--- config.mk ---
export PLATFORM = sky130hd
export DESIGN_NAME = fsqrt_issue
export DESIGN_NICKNAME = d
export VERILOG_FILES = /design/src/rtl/fsqrt_issue.sv
export SDC_FILE = /design/constraint.sdc
export NUM_CORES = 1
export LEC_CHECK = 0
export ABC_AREA = 1
export BUFFER_PORTS_ARGS = -buffer_cell sky130_fd_sc_hd__buf_2
export CAP_MARGIN = 15
export CELL_PAD_IN_SITES_DETAIL_PLACEMENT = 1
export CELL_PAD_IN_SITES_GLOBAL_PLACEMENT = 1
export CORE_ASPECT_RATIO = 1.75
export CORE_MARGIN = 2
export CORE_UTILIZATION = 43
export CTS_CLUSTER_DIAMETER = 50
export DETAILED_ROUTE_END_ITERATION = 10
export PLACE_DENSITY = 0.85
export SLEW_MARGIN = 30
export SYNTH_ARGS = -nofsm -noshare
export SYNTH_HDL_FRONTEND = slang
export SYNTH_SLANG_ARGS = --single-unit
--- constraint.sdc ---
create_clock -name clk -period 3.65 [get_ports clk]
set_clock_uncertainty 0.05 [all_clocks]
set_input_delay 0.1825 -clock clk [delete_from_list [all_inputs] [get_ports clk]]
set_output_delay 0.1825 -clock clk [all_outputs]
set_load 0.005 [all_outputs]
--- src/rtl/fsqrt_issue.sv ---
// -----------------------------------------------------------------------------
// fsqrt_issue -- issue/collect controller for the fixed-latency, non-stallable
// fsqrt pipeline.
//
// Requests are accepted with a valid/ready handshake and forwarded to the unit
// in the same cycle. Each request's tag travels down a LATENCY-deep shadow
// pipeline. The tag pops out of the last stage exactly when the unit's result
// is due. The tag is then paired with the result and written into an in-order
// response FIFO. The unit cannot stall, so requests are only accepted while
// (in flight + buffered) < DEPTH. That guarantees a FIFO slot for every
// result.
//
// Ports:
//   clk, rst            clock, synchronous active-high reset
//   req_valid/ready     request handshake; req_data operand, req_tag dest tag
//   fu_input_a/valid    operand and issue strobe to the unit
//   fu_result/out_valid result and result strobe from the unit
//   rsp_valid/ready     response handshake; rsp_data result, rsp_tag tag
//   busy                something is in flight or buffered
//   lat_err             sticky: the result strobe disagreed with the shadow
//                       pipeline, or a push hit a full FIFO
//
// Build option:
//   FSQRT_ISSUE_BYPASS_EN -- if the FIFO is empty and the consumer is ready,
//   a result goes straight to rsp_* in its arrival cycle. It is not written
//   to the FIFO.
// -----------------------------------------------------------------------------
module fsqrt_issue #(
    parameter int LATENCY = 3,
    parameter int DEPTH   = 4,
    parameter int TAG_W   = 5
) (
    input  logic             clk,
    input  logic             rst,
    input  logic             req_valid,
    output logic             req_ready,
    input  logic [31:0]      req_data,
    input  logic [TAG_W-1:0] req_tag,
    output logic [31:0]      fu_input_a,
    output logic             fu_input_valid,
    input  logic [31:0]      fu_result,
    input  logic             fu_out_valid,
    output logic             rsp_valid,
    input  logic             rsp_ready,
    output logic [31:0]      rsp_data,
    output logic [TAG_W-1:0] rsp_tag,
    output logic             busy,
    output logic             lat_err
);

    localparam int DATA_W = 32;
    localparam int PTR_W  = (DEPTH > 1) ? $clog2(DEPTH) : 1;
    localparam int CNT_W  = $clog2(DEPTH + LATENCY + 1) + 1;

    localparam logic [CNT_W-1:0] DEPTH_C  = CNT_W'(DEPTH);
    localparam logic [PTR_W-1:0] PTR_LAST = PTR_W'(DEPTH - 1);

    typedef struct packed {
        logic [TAG_W-1:0]  tag;
        logic [DATA_W-1:0] data;
    } entry_t;

    // Pointers wrap at DEPTH, which need not be a power of two.
    function automatic logic [PTR_W-1:0] ptr_inc(input logic [PTR_W-1:0] p);
        return (p == PTR_LAST) ? '0 : p + 1'b1;
    endfunction

    // Shadow pipeline: valid bits are control (reset), tags are data (no reset).
    logic [LATENCY-1:0] sh_vld_q;
    logic [TAG_W-1:0]   sh_tag_q [LATENCY];

    // Response FIFO storage and bookkeeping.
    entry_t             mem_q [DEPTH];
    logic [PTR_W-1:0]   wr_ptr_q, wr_ptr_d;
    logic [PTR_W-1:0]   rd_ptr_q, rd_ptr_d;
    logic [CNT_W-1:0]   count_q, count_d;
    logic [CNT_W-1:0]   inflight_q, inflight_d;
    logic               lat_err_q, lat_err_d;

    logic               accept;
    logic               exp_vld;
    logic [TAG_W-1:0]   exp_tag;
    logic               res_ok;
    logic               byp_take;
    logic               push;
    logic               pop;
    logic               overflow;
    logic [CNT_W-1:0]   occ;
    entry_t             head;

    assign exp_vld = sh_vld_q[LATENCY-1];
    assign exp_tag = sh_tag_q[LATENCY-1];
    assign head    = mem_q[rd_ptr_q];

    always_comb begin
        occ        = inflight_q + count_q;
        // A pop in this cycle is deliberately ignored, which keeps rsp_ready
        // off the req_ready path.
        req_ready  = !rst && (occ < DEPTH_C);
        accept     = req_valid && req_ready;

        fu_input_valid = accept;
        fu_input_a     = req_data;

        res_ok   = fu_out_valid && exp_vld;
`ifdef FSQRT_ISSUE_BYPASS_EN
        byp_take = (count_q == '0) && res_ok && rsp_ready;
`else
        byp_take = 1'b0;
`endif
        overflow = res_ok && !byp_take && (count_q == DEPTH_C);
        push     = res_ok && !byp_take && !overflow;
        pop      = (count_q != '0) && rsp_ready;

        rsp_valid = (count_q != '0) || byp_take;
        rsp_data  = (count_q != '0) ? head.data : '0;
        rsp_tag   = (count_q != '0) ? head.tag  : '0;
        if (byp_take) begin
            rsp_data = fu_result;
            rsp_tag  = exp_tag;
        end

        // A bypassed result still retires its shadow entry, so the credit
        // count stays correct.
        inflight_d = inflight_q + CNT_W'(accept) - CNT_W'(exp_vld);
        count_d    = count_q + CNT_W'(push) - CNT_W'(pop);
        wr_ptr_d   = push ? ptr_inc(wr_ptr_q) : wr_ptr_q;
        rd_ptr_d   = pop  ? ptr_inc(rd_ptr_q) : rd_ptr_q;
        lat_err_d  = lat_err_q || (fu_out_valid != exp_vld) || overflow;

        busy    = (occ != '0);
        lat_err = lat_err_q;
    end

    // ---- stage boundary: shadow pipeline advance ----
    always_ff @(posedge clk) begin
        if (rst) begin
            sh_vld_q <= '0;
        end else begin
            sh_vld_q[0] <= accept;
            for (int i = 1; i < LATENCY; i++) begin
                sh_vld_q[i] <= sh_vld_q[i-1];
            end
        end
    end

    always_ff @(posedge clk) begin
        sh_tag_q[0] <= req_tag;
        for (int i = 1; i < LATENCY; i++) begin
            sh_tag_q[i] <= sh_tag_q[i-1];
        end
    end

    // ---- stage boundary: result capture into the response FIFO ----
    always_ff @(posedge clk) begin
        if (push) begin
            mem_q[wr_ptr_q] <= '{tag: exp_tag, data: fu_result};
        end
    end

    always_ff @(posedge clk) begin
        if (rst) begin
            wr_ptr_q   <= '0;
            rd_ptr_q   <= '0;
            count_q    <= '0;
            inflight_q <= '0;
            lat_err_q  <= 1'b0;
        end else begin
            wr_ptr_q   <= wr_ptr_d;
            rd_ptr_q   <= rd_ptr_d;
            count_q    <= count_d;
            inflight_q <= inflight_d;
            lat_err_q  <= lat_err_d;
        end
    end

endmodule

==> run_results.csv <==
group,metric,value,unit
floorplanning,die_h,176.8,µm
clock_network,cts_sinks,181,
yosys,syn_inst,617,
setup_path,critPathLaunch,"count_q[1]",
setup_path,rr_worst_depth,10,
min_path,hp-class,"in -> reg",
layout,area_growth,18.62,%
pwr,powerDensity,694.1,nW/µm²
yosys,synth_nets,713,
yosys,synth_flop_cell,"edfxtp_1",
pwr,p_total,6.042,mW
clock_network,clock-root-buffer,"clkbuf_16",
yosys,synth_top_area_frac,0.6056,
timing,fin_crit,2.604,ns
floorplanning,die_w,102.8,µm
layout,antenna_cells,0,
yosys,yosysWarningCount,0,
setup_path,cpMostUsedCell,"inv_1",
pwr,vdd_drop_max,0.0004146,V
yosys,synth_edf_count,148,
setup_path,cp-end-kind,"flip-flop",
clock_network,numCtsBuffers,17,
floorplanning,coreArea,16870,µm²
yosys,ys_ff_latch,181,
timing,drv_slew,0,
timing,max-slew-margin-rel,0.4749,
routing,drt_iter0_drc,271,
grt,grt_pass1_wl,28990,µm
setup_path,r2r-end,"count_q[2]",
layout,final_cells,945,
setup_path,r2r_slack,1.05,ns
placed_design,post-dp-hpwl,11700,µm
routing,ant_nets,0,
setup_path,arrival,2.86,ns
pwr,p_leak,3.269,nW
setup_path,cpPeakStageDelay,0.49,ns
setup_path,required,3.91,ns
routing,via_per_inst,5.246,
clock_network,clk_latency,0.43,ns
grt,grt_usage,0.2173,
grt,grt_pass1_vias,5593,
timing,final-setup-viol-count,0,
setup_path,cp_max_fo,9,
setup_path,r2r-start,"count_q[1]",
setup_path,endpoint,"count_q[2]",
timing,rsz0062_at_grt,"no",
clock_network,cts_max_path_buffers,2,
yosys,synthTopCellsByCount,"nor2_1 (172), edfxtp_1 (148), a21oi_1 (42)",
timing,worst_pin_slew,0.7865,ns
placed_design,routabilityCongestion,0.7833,
routing,routedWlPerCell,19.88,µm
routing,wirelength,18790,µm
routing,via_count,4957,
clock_network,cts_resized,0,
yosys,async_flop_share,0,
job,drv_cap,0,
clock_network,h-tree-depth,4,
setup_path,start_kind,"flip-flop",
floorplanning,io_pins,148,
floorplanning,die-area,18170,µm²
layout,drive_gt1_frac,0.1783,
yosys,yosysMostFrequentCell,"nor2_1",
grt,globalRouteOverflowTotal,0,
timing,fin_setup_tns,0,ns
timing,hold_ws,0.1251,ns
timing,timing.fmax,0.3840,GHz
yosys,synth_area,7338,µm²
floorplanning,start_util,0.4350,
timing,final-hold-violation-count,0,
yosys,synth_cell_type_count,23,
yosys,yosys-top-cells-area,"edfxtp_1 (61%), dfxtp_1 (9.0%), nor2_1 (8.8%), buf_4 (3.5%), ha_1 (3.2%)",
clock_network,clk_pin_slew,0.07,ns
yosys,avgSynthCellArea,11.89,µm²
clock_network,cts_tree,"done",
routing,drc_errors,0,
routing,dr.pass1.iters,4,
setup_path,slowest_stage,"dfxtp_1",
floorplanning,core.rowCount,63,
timing,timing.final.crit_share,0.7134,
placed_design,portBuffers,83,
layout,fin_area,8705,µm²
grt,grt_max_degree,75,
placed_design,postPlaceCellArea,7709,µm²
layout,nets,801,
placed_design,place_inst,874,
grt,antenna_found_initial,0,
setup_path,critPathKind,"reg -> reg",
status,outcome,"finished, final reports clean",
yosys,yosysSeqAreaShare,0.6957,
setup_path,crit_chain,"inv_1 -> nand3_1 -> nand2_1 -> ha_1 -> inv_1 -> ha_1 -> inv_1 -> fa_1 -> xor2_1 -> nor2_1",
yosys,synth_top_cell_by_area,"edfxtp_1",
## worst max-delay path: cells and delay by family, from the launching register on
family | cells | cell delay (ns)
xor+xnor | 1 | 0.19
simple gates | 3 | 0.49
fa+ha+maj | 3 | 1.00
flops | 1 | 0.49
buf+inv | 3 | 0.29
## layer usage
metal  global-route usage  wire (µm)
met1               0.2298       6676
met2               0.3810      10320
met3              0.04937        913
met4               0.1349        883
met5                    0          0
## through the flow
stage | setup slack [ns] | utilization
3_3_place_gp | 1.253 | 0.4568
4_1_cts | 1.033 | 0.5160
5_1_grt | 0.8935 | 0.5160
2_1_floorplan | 0.8018 | -
6_report | 1.046 | 0.5160
3_5_place_dp | 1.059 | 0.4570
## worst min-delay path by stage
| stage | cells after the start | endpoint | start |
|---|---|---|---|
| after floorplan | 0 | sh_tag_q[0][0] | req_tag[0] |
| after global placement | 1 | sh_tag_q[0][0] | req_tag[0] |
| after detailed placement | 1 | sh_tag_q[0][2] | req_tag[2] |
| after CTS | 4 | flip-flop | rsp_ready |
| after global routing | 4 | lat_err | fu_out_valid |
| final | 4 | lat_err | fu_out_valid |
## sequential cells by signal, summed over array words and instances, names as in the netlist, named ones only
register	flops
lat_err	1
inflight_q	4
mem_q	148
wr_ptr_q	2
rd_ptr_q	2
sh_tag_q	15
sh_vld_q	3
count_q	4
## cell usage in the layout, fill, tap and decap left out, drive strengths merged
master,netlist,layout
fa,3,3
o21a,1,1
buf,50,89
dfxtp,33,33
ha,19,19
dlygate4sd3,0,39
clkinvlp,0,3
o21ai,80,80
a21boi,1,1
nand2,11,11
nand4,3,3
clkbuf,9,19
xnor2,2,2
nand3,5,5
bufinv,0,3
xor2,2,2
a21oi,42,42
nor2,172,172
edfxtp,148,148
clkinv,0,3
inv,36,40
## power by group
group / switching (mW) / internal (mW) / total, mW
clock network: 0.797 / 1.09 / 1.89
registers: 0.0595 / 2.31 / 2.37
logic: 1.14 / 0.648 / 1.78
total: 1.99 / 4.05 / 6.04
## layout make-up
type / instances / area [µm²]
sequential: 181 / 5107
tap: 227 / 284.0
inverter: 36 / 137.6
fill: 1817 / 8164
multi-input combinational: 341 / 1719
clock inverter: 13 / 172.7
timing repair buffer: 128 / 850.8
clock buffer: 19 / 432.9
## cell families after synthesis
logic type,synth area share
AND/OR/NAND/NOR,0.09957
flip-flops,0.6957
AO/OA/AOI/OAI,0.08525
buffers and inverters,0.07417
adder cells (fa/ha/maj),0.04058
XOR/XNOR,0.004775
## repair_timing
| item | in CTS | in global routing |
|---|---|---|
| buffers inserted | 0 | 0 |
| endpoints found under the hold margin | 135 | 0 |
| hold buffers | 39 | 0 |
Power figures use the tool's default switching activity.
